**src/rtl/morse_pkg.sv**
```systemverilog
// Shared Morse definitions: letter codes, FSM states and the letter pattern table.
// Patterns are right-aligned with the first element in the highest used bit (dot=0, dash=1).
package morse_pkg;

    typedef enum logic [4:0] {
        LTR_NONE = 5'd0,
        LTR_A, LTR_B, LTR_C, LTR_D, LTR_E, LTR_F, LTR_G, LTR_H, LTR_I,
        LTR_J, LTR_K, LTR_L, LTR_M, LTR_N, LTR_O, LTR_P, LTR_Q, LTR_R,
        LTR_S, LTR_T, LTR_U, LTR_V, LTR_W, LTR_X, LTR_Y, LTR_Z
    } letter_t;

    typedef enum logic [1:0] {
        IDLE,
        MARK,
        SPACE,
        FLUSH
    } state_e;

    localparam int NUM_LETTERS = 26;
    localparam logic [2:0] MAX_ELEMS = 3'd4;

    // Entry i describes letter code i+1 (A..Z).
    localparam logic [3:0] LETTER_PAT [NUM_LETTERS] = '{
        4'b0001, 4'b1000, 4'b1010, 4'b0100, 4'b0000, 4'b0010, 4'b0110,
        4'b0000, 4'b0000, 4'b0111, 4'b0101, 4'b0100, 4'b0011, 4'b0010,
        4'b0111, 4'b0110, 4'b1101, 4'b0010, 4'b0000, 4'b0001, 4'b0001,
        4'b0001, 4'b0011, 4'b1001, 4'b1011, 4'b1100
    };

    localparam logic [2:0] LETTER_LEN [NUM_LETTERS] = '{
        3'd2, 3'd4, 3'd4, 3'd3, 3'd1, 3'd4, 3'd3,
        3'd4, 3'd2, 3'd4, 3'd3, 3'd4, 3'd2, 3'd2,
        3'd3, 3'd4, 3'd4, 3'd3, 3'd3, 3'd1, 3'd3,
        3'd4, 3'd3, 3'd4, 3'd4, 3'd4
    };

endpackage

```
**src/rtl/morse_symbol_lookup.sv**
```systemverilog
// Combinational match of a collected element pattern against the A..Z table.
module morse_symbol_lookup
    import morse_pkg::*;
(
    input  logic [3:0] pattern_i,
    input  logic [2:0] count_i,
    output logic       valid_o,
    output letter_t    code_o
);

    always_comb begin
        valid_o = 1'b0;
        code_o  = LTR_NONE;
        for (int i = 0; i < NUM_LETTERS; i++) begin
            if (count_i == LETTER_LEN[i] && pattern_i == LETTER_PAT[i]) begin
                valid_o = 1'b1;
                code_o  = letter_t'(5'(i + 1));
            end
        end
    end

endmodule

```
**src/rtl/morse_code_decryptor.sv**
```systemverilog
// Serial Morse decoder: measures mark/space runs, collects up to four elements per letter
// and emits a registered VALID or ERR pulse when GAP_LEN consecutive low samples close the letter.
module morse_code_decryptor
    import morse_pkg::*;
#(
    parameter int GAP_LEN = 3
) (
    input  logic       clk,
    input  logic       rst,
    input  logic       EN,
    input  logic       IN,
    output logic [4:0] OUT,
    output logic       VALID,
    output logic       ERR
);

    localparam logic [2:0] GAP = 3'(GAP_LEN);

    state_e     state_q, state_d;
    logic [2:0] run_q, run_d;
    logic [2:0] elem_q, elem_d;
    logic [2:0] zero_q, zero_d;
    logic [3:0] pattern_q, pattern_d;
    letter_t    out_q, out_d;
    logic       valid_q, valid_d;
    logic       err_q, err_d;

    logic       lookupValid;
    letter_t    lookupCode;

    morse_symbol_lookup u_lookup (
        .pattern_i (pattern_q),
        .count_i   (elem_q),
        .valid_o   (lookupValid),
        .code_o    (lookupCode)
    );

    always_comb begin
        state_d   = state_q;
        run_d     = run_q;
        elem_d    = elem_q;
        zero_d    = zero_q;
        pattern_d = pattern_q;
        out_d     = out_q;
        valid_d   = 1'b0;
        err_d     = 1'b0;

        if (!EN) begin
            state_d   = IDLE;
            run_d     = 3'd0;
            elem_d    = 3'd0;
            zero_d    = 3'd0;
            pattern_d = 4'd0;
        end else begin
            case (state_q)
                IDLE: begin
                    if (IN) begin
                        state_d   = MARK;
                        run_d     = 3'd1;
                        elem_d    = 3'd0;
                        zero_d    = 3'd0;
                        pattern_d = 4'd0;
                    end
                end

                MARK: begin
                    if (IN) begin
                        if (run_q != 3'd7) begin
                            run_d = run_q + 3'd1;
                        end
                    end else if (run_q >= 3'd5 || elem_q == MAX_ELEMS) begin
                        // Overlong mark or a fifth element: wait out the letter, then report it once.
                        state_d = FLUSH;
                        zero_d  = 3'd1;
                    end else begin
                        state_d   = SPACE;
                        pattern_d = {pattern_q[2:0], run_q >= 3'd3};
                        elem_d    = elem_q + 3'd1;
                        zero_d    = 3'd1;
                    end
                end

                SPACE: begin
                    if (IN) begin
                        state_d = MARK;
                        run_d   = 3'd1;
                        zero_d  = 3'd0;
                    end else if (zero_q + 3'd1 == GAP) begin
                        state_d   = IDLE;
                        run_d     = 3'd0;
                        elem_d    = 3'd0;
                        zero_d    = 3'd0;
                        pattern_d = 4'd0;
                        if (lookupValid) begin
                            valid_d = 1'b1;
                            out_d   = lookupCode;
                        end else begin
                            err_d = 1'b1;
                            out_d = LTR_NONE;
                        end
                    end else begin
                        zero_d = zero_q + 3'd1;
                    end
                end

                FLUSH: begin
                    if (IN) begin
                        zero_d = 3'd0;
                    end else if (zero_q + 3'd1 == GAP) begin
                        state_d   = IDLE;
                        run_d     = 3'd0;
                        elem_d    = 3'd0;
                        zero_d    = 3'd0;
                        pattern_d = 4'd0;
                        err_d     = 1'b1;
                        out_d     = LTR_NONE;
                    end else begin
                        zero_d = zero_q + 3'd1;
                    end
                end

                default: state_d = IDLE;
            endcase
        end
    end

    always_ff @(posedge clk) begin
        if (rst) begin
            state_q   <= IDLE;
            run_q     <= 3'd0;
            elem_q    <= 3'd0;
            zero_q    <= 3'd0;
            pattern_q <= 4'd0;
            out_q     <= LTR_NONE;
            valid_q   <= 1'b0;
            err_q     <= 1'b0;
        end else begin
            state_q   <= state_d;
            run_q     <= run_d;
            elem_q    <= elem_d;
            zero_q    <= zero_d;
            pattern_q <= pattern_d;
            out_q     <= out_d;
            valid_q   <= valid_d;
            err_q     <= err_d;
        end
    end

    assign OUT   = out_q;
    assign VALID = valid_q;
    assign ERR   = err_q;

endmodule

```
**config.mk**
```make
export PLATFORM = sky130hd
export DESIGN_NAME = morse_code_decryptor
export DESIGN_NICKNAME = d
export VERILOG_FILES = /design/src/rtl/morse_pkg.sv /design/src/rtl/morse_symbol_lookup.sv /design/src/rtl/morse_code_decryptor.sv
export SDC_FILE = /design/constraint.sdc
export NUM_CORES = 1
export LEC_CHECK = 0
export ABC_AREA = 1
export CORE_MARGIN = 8
export CORE_UTILIZATION = 58
export CTS_BUF_LIST = sky130_fd_sc_hd__clkbuf_16
export DETAILED_ROUTE_END_ITERATION = 6
export HOLD_SLACK_MARGIN = 0.06
export PLACE_DENSITY = 0.81
export SYNTH_ARGS = -nofsm -noshare
export SYNTH_HDL_FRONTEND = slang
export SYNTH_SLANG_ARGS = --single-unit
```
**constraint.sdc**
```tcl
create_clock -name clk -period 2.1 [get_ports clk]
set_clock_uncertainty 0.15 [all_clocks]
set_input_delay 0.42 -clock clk [delete_from_list [all_inputs] [get_ports clk]]
set_output_delay 0.42 -clock clk [all_outputs]
set_load 0.05 [all_outputs]
```
==> reports/results.ini <==
[sta]
final.min_clock_period_ns=2.00
rsz0062_at_grt=yes
setup_tns_ns=0
max_freq_mhz=500
finalHoldViolCount=0
fin_ws_ns=0.101
tightest_slew_ns=0.517
period_share_pct=95.2
setup_viol=0
drv_slew=0
maxSlewHeadroom_pct=65.4

[setup_path]
start_kind=flip-flop
cp.arrival_ns=2.03
endpoint_kind=flip-flop
critPathLaunch=elem_q[0]
r2r_start=elem_q[0]
worstSetupPathType=reg -> reg
path_buf_inv=5
cp_cell_sequence=ha_1 -> ha_2 -> inv_2 -> nor3_2 -> inv_1 -> nand2_2 -> inv_2 -> nand3_2 -> nor2_2 -> inv_2 -> buf_4 -> nor2_2 -> o211ai_1 -> a21oi_1
slowest_delay_ns=0.33
worstPathRequired_ns=2.13
critPathSlowestCell=dfxtp_2
worstPathMaxFanout=4
path_common_cell=inv_2
cp_top_family=buffers and inverters

[job]
cap_viol_max_count=0

[grt]
grt_pass1_vias=1523
grt_pass1_wl_mm=6.44
grt_usage_pct=17.5
grt_overflow_total=0
grt_max_degree=15
antenna_found_initial=0

[place]
gp_congestion=0.908
dpl_cell_area_um2=1810
pre_cts_slack_ns=-0.00828
dp_cells=291
portBuffers=10
place_hpwl_mm=2.77

[synth]
yosysUniqueCellTypes=30
syn_inst=239
synthesis.area_um2=1580
synth.net_count=254
ys.warnings.count=0
synth_seq_cells=22
ys_seq_area_share_pct=27.8
syn_avg_cell_area_um2=6.62

[power_and_ir_drop]
vdd_drop_max_mv=0.647
p_sw_w=0.000251
power_leakage_nw=0.889
pwr-share-seq_pct=39.5
combPwrFrac_pct=12.4
sw_frac_of_total_pct=22.6
cellPowerDensity_nw_per_um2=557
p_int_w=0.000857
power.share.clock_pct=48.1

[final_layout]
finalNonFillerCells=295
fillCellCount=199
area_delta_synth_final_pct=25.8
layout_commonest_cell=nand2_1
layout_common_cells=nand2_1 (43), inv_1 (32), nor2_1 (22), a21oi_1 (22), dfxtp_1 (19)
drive_above_1_share_pct=25.8
stdcell_area_um2=1990
fin_nets=280
final_util_pct=74.7
diodes=0

[cts]
cts_setup_buffers=0
cts_made_buffers=3
cts_resized=0
ctsLongestPathBuffers=2
postCtsHoldBufs=0
cts_sinks=22
root_buffer=clkbuf_16
clk_pin_slew_ns=0.06
clk_latency_ns=0.25
htreeDepth=1
cts_tree=done

[detailed_routing]
drt-vias-per-instance=5.40
wl_mm=3.86
drc=0
ant_nets=0
vias=1593
drt_pass1_iterations=4
drtIter0Drc=146
wire_per_inst_um=13.1

[floorplanning]
ios=11
dieArea_um2=4650
fp.coreArea_um2=2660
start_util_pct=59.4
dieWidth_um=68.2
die_h_um=68.2
rows=19

[worst_hold_path]
worstHoldStart=OUT[4]
hold_class=reg -> reg

[outcome]
status=finished clean

## routing by layer
metal,track usage [%],vias to the layer above,routed length (µm),part of all wire [%]
li1,-,821,-,-
met1,20.8,728,1710,44
met2,29.9,31,1910,49
met3,3.93,13,145,3.8
met4,6.91,0,98,2.5
met5,0,-,0,0
## cell families (layout without fill, tap and decap cells)
| group | after synthesis | in the layout | synth area share (%) |
|---|---|---|---|
| and+or+nand+nor | 118 | 118 | 36.7 |
| buffers and inverters | 45 | 70 | 10.9 |
| AOI/OAI and AO/OA | 42 | 42 | 15.3 |
| DFF | 22 | 22 | 27.8 |
| adders and majority gates | 11 | 11 | 8.70 |
| xor gates and xnor gates | 1 | 1 | 0.554 |
## metrics by stage
step / hold slack, ns / total power, W
after CTS: 0.310 / 0.00111
after floorplan: 0.302 / 0.000529
after global routing: 0.343 / 0.00115
final: 0.310 / 0.00111
after global placement: 0.304 / 0.000570
after detailed placement: 0.302 / 0.000572
## power groups by stage
stage	Sequential [W]	Clock (W)	Combinational, W
after global routing	0.000438	0.000560	0.000152
after global placement	0.000445	0	0.000125
after floorplan	0.000443	0	0.0000854
after detailed placement	0.000445	0	0.000127
final	0.000437	0.000532	0.000138
after CTS	0.000436	0.000542	0.000129
## worst paths after layout
| check | end | slack [ns] | cells after the start |
|---|---|---|---|
| worst max-delay path | OUT[3] | 0.10 | 14 |
| worst min-delay path | OUT[4] | 0.31 | 2 |
| worst max register to register | OUT[3] | 0.10 | 14 |
| worst min register to register | OUT[4] | 0.31 | 2 |
## layout make-up
cell class | instances | area, µm² | area share (%)
inverter | 43 | 164 | 8.24
multi-input combinational | 172 | 1040 | 52.1
tap | 31 | 38.8 | 1.95
sequential | 22 | 444 | 22.3
clock buffer | 3 | 75.1 | 3.77
timing repair buffer | 23 | 201 | 10.1
clock inverter | 1 | 30.0 | 1.51
## state kept, by name, summed over array words and instances (netlist names)
register	cells
run_q	3
pattern_q	4
ERR	1
state_q	2
VALID	1
elem_q	3
zero_q	3
OUT	5
## Yosys cell counts, drive strengths merged
library cell  number  area share [%]
o21ai              9             3.1
buf                1            0.32
clkbuf             1            0.24
nand3b             1             1.3
and3               1            0.40
a21oi             23             7.5
xnor2              1            0.55
nand3             16             5.7
inv               43              10
nor2              36              12
nand4              5             2.0
dfxtp             22              28
a211oi             5             2.4
nor3               7             2.2
nand2             48              12
a221oi             1            0.55
or2                4             1.6
a31oi              2            0.79
ha                11             8.7
o211ai             2            0.95
## tightest hold or removal path, stage by stage, from the launching register on
cell and delay (ns):
dfxtp_1 0.31, nand2_1 0.06, a21oi_1 0.05
Power figures use the tool's default switching activity.
